==> src/rtl/mem_sequencer.sv <==
// Per-instruction sequencer for the RV32I core. It fetches the instruction, holds it
// for decode, runs the load/store data phase, and then pulses commit.
module mem_sequencer #(
  parameter int unsigned TIMEOUT = 0
) (
  input  logic        clk,
  input  logic        reset,
  input  logic        enable,
  input  logic [31:0] pc,
  input  logic        read,
  input  logic        write,
  input  logic [2:0]  funct3,
  input  logic [31:0] addr,
  input  logic [31:0] store_data,
  input  logic [31:0] bus_rdata,
  input  logic        bus_ack,
  output logic        bus_read,
  output logic        bus_write,
  output logic [31:0] bus_addr,
  output logic [31:0] bus_wdata,
  output logic [3:0]  bus_sel,
  output logic [31:0] instruction,
  output logic [31:0] load_data,
  output logic        pc_en,
  output logic        reg_commit,
  output logic        freeze,
  output logic        access_err
);

  typedef enum logic [2:0] {
    S_IDLE, S_FETCH, S_DECODE, S_DATA, S_COMMIT
  } state_e;

  localparam logic [15:0] TO_LAST = (TIMEOUT == 0) ? 16'd0 : 16'(TIMEOUT - 1);

  state_e      state_q;
  logic        bus_read_q, bus_write_q;
  logic [31:0] bus_addr_q, bus_wdata_q;
  logic [3:0]  bus_sel_q;
  logic [31:0] instruction_q, load_data_q;
  logic        pc_en_q, reg_commit_q, freeze_q, access_err_q;
  logic [15:0] to_cnt_q;
  logic [2:0]  funct3_q;
  logic [1:0]  lane_q;

  logic [3:0]  sel_d;
  logic [31:0] wdata_d, load_ext_d;
  logic        dec_err_d, timed_out;
  logic [7:0]  byte_v;
  logic [15:0] half_v;

  // pc is always fetched word-aligned, so its low bits are deliberately unused
  logic unused_pc_bits;
  assign unused_pc_bits = ^pc[1:0];

  assign timed_out = (TIMEOUT != 0) && (to_cnt_q == TO_LAST);

  // Decode-cycle checks and lane steering, taken from the live control-unit outputs
  always_comb begin
    // NOTE: every always_comb output gets a default first, so no path can infer a latch.
    sel_d   = 4'hF;
    wdata_d = store_data;
    unique case (funct3[1:0])
      2'b00: begin
        sel_d   = 4'b0001 << addr[1:0];
        wdata_d = {4{store_data[7:0]}};
      end
      2'b01: begin
        sel_d   = addr[1] ? 4'b1100 : 4'b0011;
        wdata_d = {2{store_data[15:0]}};
      end
      default: ;
    endcase
    dec_err_d = (read && write)
             || (read  && (funct3 == 3'b011 || funct3 == 3'b110 || funct3 == 3'b111))
             || (write && (funct3[2] || funct3 == 3'b011))
             || ((read || write) && ((funct3[1:0] == 2'b01 && addr[0])
                                  || (funct3 == 3'b010 && addr[1:0] != 2'b00)));
  end

  // Load lane extraction from the bus word, using the sampled access size and lane
  always_comb begin
    byte_v = bus_rdata[7:0];
    unique case (lane_q)
      2'd1:    byte_v = bus_rdata[15:8];
      2'd2:    byte_v = bus_rdata[23:16];
      2'd3:    byte_v = bus_rdata[31:24];
      default: ;
    endcase
    half_v = lane_q[1] ? bus_rdata[31:16] : bus_rdata[15:0];
    unique case (funct3_q[1:0])
      2'b00:   load_ext_d = funct3_q[2] ? {24'b0, byte_v} : {{24{byte_v[7]}}, byte_v};
      2'b01:   load_ext_d = funct3_q[2] ? {16'b0, half_v} : {{16{half_v[15]}}, half_v};
      default: load_ext_d = bus_rdata;
    endcase
  end

  always_ff @(posedge clk or negedge reset) begin
    // NOTE: sequential state is assigned only with <=, so every read sees the pre-edge value.
    if (!reset) begin
      state_q       <= S_IDLE;
      bus_read_q    <= 1'b0;
      bus_write_q   <= 1'b0;
      bus_addr_q    <= '0;
      bus_wdata_q   <= '0;
      bus_sel_q     <= '0;
      instruction_q <= '0;
      load_data_q   <= '0;
      pc_en_q       <= 1'b0;
      reg_commit_q  <= 1'b0;
      freeze_q      <= 1'b1;
      access_err_q  <= 1'b0;
      to_cnt_q      <= '0;
      funct3_q      <= '0;
      lane_q        <= '0;
    end else begin
      unique case (state_q)
        S_IDLE: begin
          access_err_q <= 1'b0;
          if (enable) begin
            state_q    <= S_FETCH;
            bus_read_q <= 1'b1;
            bus_addr_q <= {pc[31:2], 2'b00};
            bus_sel_q  <= 4'hF;
            to_cnt_q   <= '0;
          end
        end
        S_FETCH: begin
          if (bus_ack) begin
            instruction_q <= bus_rdata;
            bus_read_q    <= 1'b0;
            bus_addr_q    <= '0;
            bus_sel_q     <= '0;
            state_q       <= S_DECODE;
          end else if (timed_out) begin
            // Abandon the fetch without committing, so the same pc is fetched again
            bus_read_q   <= 1'b0;
            bus_addr_q   <= '0;
            bus_sel_q    <= '0;
            access_err_q <= 1'b1;
            state_q      <= S_IDLE;
          end else begin
            to_cnt_q <= to_cnt_q + 16'd1;
          end
        end
        S_DECODE: begin
          funct3_q <= funct3;
          lane_q   <= addr[1:0];
          if (!read && !write || dec_err_d) begin
            state_q      <= S_COMMIT;
            pc_en_q      <= 1'b1;
            freeze_q     <= 1'b0;
            reg_commit_q <= !dec_err_d;
            access_err_q <= dec_err_d;
          end else begin
            state_q     <= S_DATA;
            bus_read_q  <= read;
            bus_write_q <= write;
            bus_addr_q  <= {addr[31:2], 2'b00};
            bus_sel_q   <= sel_d;
            bus_wdata_q <= write ? wdata_d : 32'd0;
            to_cnt_q    <= '0;
          end
        end
        S_DATA: begin
          if (bus_ack || timed_out) begin
            if (bus_ack && bus_read_q) load_data_q <= load_ext_d;
            bus_read_q   <= 1'b0;
            bus_write_q  <= 1'b0;
            bus_addr_q   <= '0;
            bus_wdata_q  <= '0;
            bus_sel_q    <= '0;
            state_q      <= S_COMMIT;
            pc_en_q      <= 1'b1;
            freeze_q     <= 1'b0;
            reg_commit_q <= bus_ack;
            access_err_q <= !bus_ack;
          end else begin
            to_cnt_q <= to_cnt_q + 16'd1;
          end
        end
        S_COMMIT: begin
          pc_en_q      <= 1'b0;
          reg_commit_q <= 1'b0;
          access_err_q <= 1'b0;
          freeze_q     <= 1'b1;
          state_q      <= S_IDLE;
        end
        default: state_q <= S_IDLE;
      endcase
    end
  end

  assign bus_read    = bus_read_q;
  assign bus_write   = bus_write_q;
  assign bus_addr    = bus_addr_q;
  assign bus_wdata   = bus_wdata_q;
  assign bus_sel     = bus_sel_q;
  assign instruction = instruction_q;
  assign load_data   = load_data_q;
  assign pc_en       = pc_en_q;
  assign reg_commit  = reg_commit_q;
  assign freeze      = freeze_q;
  assign access_err  = access_err_q;

endmodule

==> config.mk <==
export PLATFORM = sky130hd
export DESIGN_NAME = mem_sequencer
export DESIGN_NICKNAME = d
export VERILOG_FILES = /design/src/rtl/mem_sequencer.sv
export SDC_FILE = /design/constraint.sdc
export NUM_CORES = 1
export LEC_CHECK = 0
export BUFFER_PORTS_ARGS = -buffer_cell sky130_fd_sc_hd__buf_2
export CORE_UTILIZATION = 35
export CTS_CLUSTER_DIAMETER = 60
export CTS_CLUSTER_SIZE = 10
export DETAILED_ROUTE_END_ITERATION = 10
export SLEW_MARGIN = 20
export SYNTH_ARGS = -nofsm -noshare
export SYNTH_HDL_FRONTEND = slang
export SYNTH_SLANG_ARGS = --single-unit
==> constraint.sdc <==
create_clock -name clk -period 2 [get_ports clk]
set_input_delay 0.1 -clock clk [delete_from_list [all_inputs] [get_ports clk]]
set_output_delay 0.1 -clock clk [all_outputs]
set_load 0.02 [all_outputs]
==> results by stage <==
Final layout:
- The most common cell after layout, fill and taps aside is buf_2.
- 0 antenna diodes ended up in the layout.
- The final net count is 1057.
- In the layout the commonest cells are 269 x buf_2, 143 x dfrtp_1, 68 x mux2_2, 58 x dlygate4sd3_1, 49 x nand2_1.
- The filler cells instantiated in the layout total 1725.
- The area taken by flip-flops and latches is between 3000 and 4000 µm².
- The layout-stage area growth over the synthesis result is 45.1%.
- The post-route netlist has 44.1% of its cells at a drive strength greater than 1.
- Summing all multi-input logic gate instances after layout gives 2880 µm².
- The post-route standard cell area excluding fillers is about 9700 µm².

STA:
- The worst path meets setup with 0.171 ns of slack.
- After layout, the worst path uses approximately 91% of the clock period.
- Setup repair after global routing left no endpoint under its margin.
- The worst clock skew is 0.00790 ns.
- Hold is met by between 0.02 and 0.025 ns.
- The final setup TNS is 0 ns.
- For the pin with the worst max-slew slack, the measured transition is between 0.5 and 0.6 ns.
- Setup violations remaining at the end of the flow were counted as 0.
- The worst path in the final design needs a cycle of around 1.8 ns, including I/O delays and setup.
- Timing would allow up to 547 MHz.
- The count of final hold-check violations was 0.
- Headroom to the max-slew limit came out at 66.0%.
- The count of pins over their slew limit is 0.

Worst setup path:
- In this run the worst path has a maximum fanout of 21.
- The signal on the critical path passes through buf_4 -> mux2_2 -> a22o_1 -> a21oi_1 -> buf_4 -> a21oi_1.
- The critical path arrival is roughly 2.1 ns.
- The critical path capture point type is a flop.
- The critical path in this run is classified as reg2reg.
- The number of buffers and inverters on the critical path is 2.
- The delay of the slowest critical-path stage is around 0.38 ns.
- The cell with the largest stage delay on the worst path is mux2_2.
- STA classifies the critical path startpoint as a flop.
- At the worst endpoint, the required time is between 2 and 2.5 ns.
- Among cell families on the critical path, the largest total delay comes from buffers and inverters.

Yosys:
- The main combinational cell family by area after synthesis is compound AO/OA/AOI/OAI gates.
- Each instance of the synthesized netlist takes up on average around 11 µm².
- Of the synthesized area, sequential elements account for 54.1%.
- After synthesis, the share of flip-flops with an asynchronous set or reset is 100%.
- The share of synthesized cell area in full adder, half adder and majority cells is 0%.
- The synthesis-stage register bit count is 144.
- The proportion of synthesized area in mux cells is 16.6%.
- The xor and xnor fraction of the mapped netlist area is 0.131%.
- Yosys printed 0 warnings.
- After Yosys synthesis, and, or, nand and nor cells account for 8.03% of the synthesized area.
- The compound-cell area share of the yosys netlist is a little under a fifth.
- The post-synthesis instance total is 581.
- The post-synth design cell area is 6670 µm².
- The most frequently used flop master after synthesis is dfrtp_1.
- The number of distinct standard cells referenced by the synthesized netlist is 46.
- In this run, synthesis inferred 0 flip-flops with an integrated enable.

Detailed routing:
- The DRC violations left is 0.
- The vias after detailed routing is 5906.
- The post-detailed-route via-to-cell ratio is 5.06.
- The first detailed-routing pass took 5 iterations.
- The total wire length after detailed routing is 19600 µm.
- The initial DRC count is 209.
- Dividing the detail-routed wire length by the instance count gives around 17 µm.
- The remaining antenna violation count after routing is 0.

CTS:
- The total of hold buffers inserted after clock tree synthesis is 58.
- The number of H-tree levels is 4.
- The number of buffers inserted during clock tree synthesis is 17.
- The clock passes through at most 2 buffers.
- The clock insertion delay at the later pin of the skew report is 0.42 ns.
- Post-CTS repair changed the size of 0 cells.
- The number of buffers inserted by post-CTS setup repair is 0.
- Counting every sink on the clock net gives 144.
- The clock transition at the registers of the reported paths is about 0.060 ns.
- The TritonCTS clock tree is done.
- CTS placed an instance of clkbuf_16 at the clock tree root.

Floorplan:
- The die footprint is 19600 µm².
- The number of top-level pins is 275.
- In this run the vertical extent of the chip is 140 µm.
- The die is 140 µm wide.
- The floorplan has 50 rows.
- For this configuration, the core starts out at a cell density of 35.6%.
- The area inside the core boundary is 18700 µm².

GRT:
- The wire length of the first global-routing pass is around 31000 µm.
- The initial antenna violation count is 0.
- The total routing resource utilization after global routing is roughly 20%.
- The sum of overflow across all layers after global routing is 0.
- The via count of the first global-routing pass is 5931.
- The largest net degree at the start of global routing is between 50 and 60.

Run status:
- The run finished with clean final reports.

Placed design:
- The number of port buffers is 270.
- The congestion estimate from routability-driven global placement came to 0.777.
- Detailed placement ended at an HPWL of 13800 µm.
- At the placement stage, the worst setup path has a slack of -0.00698 ns.
- Summing all placed instances gives a cell area of 8510 µm².

Power and ir drop:
- The design draws 16.1 mW.
- Dividing total power by cell area gives a power density of between 1500 and 2000 nW/µm².
- Summed over all cells, the static leakage comes to 4.81 nW.
- The highest ir drop seen on vdd is between 0.0008 and 0.0009 V.

Job:
- The tool flagged a number of max-cap violations equal to 0.

Min path:
- The kind of path behind the tightest hold check is in2reg.
## worst register-to-register path: stages (launching register included)
cell	delay (ns)
dfrtp_1	0.37
buf_4	0.27
mux2_2	0.38
a22o_1	0.20
a21oi_1	0.14
buf_4	0.24
a21oi_1	0.11
## stage by stage
stage | util (%) | std cells
after floorplan | - | 582
after CTS | 51.7 | 1167
after detailed placement | 45.5 | 1077
final | 51.7 | 1167
after global placement | 45.5 | 1077
after global routing | 51.7 | 1167
## state kept, by name (all words and copies together), names as in the netlist, 2 cells and up
name,flops
funct3_q,3
bus_sel,4
bus_addr,30
lane_q,2
load_data,32
state_q,3
instruction,32
bus_wdata,32
## where the power goes
part / internal, mW / leakage, nW / switching (mW) / total [mW]
clock: 1.87 / 0.268 / 1.27 / 3.14
sequential: 4.32 / 1.79 / 0.785 / 5.11
combinational: 3.45 / 2.75 / 4.43 / 7.87
## kinds of logic (layout without fill, tap and decap cells)
| family | after synthesis | count (layout) |
|---|---|---|
| compound gates | 167 | 167 |
| flops | 144 | 144 |
| simple gates | 117 | 117 |
| mux | 101 | 101 |
| buf+inv | 50 | 401 |
| other cells | 1 | 2 |
| xor+xnor | 1 | 1 |
## area by class of cell
cell class              count  area share (%)
clock buffers              19            4.58
clock inverters            13            1.42
inverters                   8           0.310
multi-input cells         388            29.8
flip-flops and latches    144            37.3
well taps                 234            3.03
repair buffers            361            23.6
## metal layers
metal,GRT usage (%),vias up,share of wire (%)
met5,0,-,0
met3,5.20,16,5.7
met2,33.4,221,48
li1,-,2796,-
met4,6.65,0,1.0
met1,26.3,2873,46
## final timing paths
path	cells after the start	from	slack, ns	end
setup reg to reg	6	lane_q[1]	0.17	load_data[25]
setup / recovery	6	lane_q[1]	0.17	load_data[25]
hold / removal	4	store_data[29]	0.02	bus_wdata[29]
max in group asynchronous	3	reset	1.14	instruction[24]
hold reg to reg	1	bus_write	0.48	bus_write
min in group asynchronous	2	reset	0.20	instruction[13]
## cells in the mapped netlist, drive strengths merged (2+ instances only)
| cell type | n | share of area (%) |
|---|---|---|
| a21o | 3 | 0.34 |
| clkbuf | 30 | 1.7 |
| nor3 | 2 | 0.15 |
| o2bb2ai | 16 | 2.1 |
| a2bb2oi | 3 | 0.39 |
| nand2b | 3 | 0.28 |
| and4 | 2 | 0.26 |
| nand3b | 3 | 0.34 |
| inv | 8 | 0.45 |
| nor2 | 35 | 2.0 |
| buf | 12 | 0.88 |
| a211o | 6 | 0.79 |
| or3 | 3 | 0.28 |
| a31oi | 2 | 0.19 |
| a22o | 47 | 6.2 |
| a211oi | 4 | 0.45 |
| o22ai | 8 | 0.75 |
| mux2 | 68 | 11 |
| o21ai | 27 | 2.0 |
| nand3 | 3 | 0.23 |
| mux2i | 32 | 4.8 |
| nor2b | 10 | 0.94 |
| dfrtp | 143 | 54 |
| nand2 | 49 | 2.8 |
| o31ai | 3 | 0.34 |
| a21oi | 40 | 3.0 |
| and2 | 2 | 0.19 |
No activity file was read; power rests on OpenSTA's default activity.
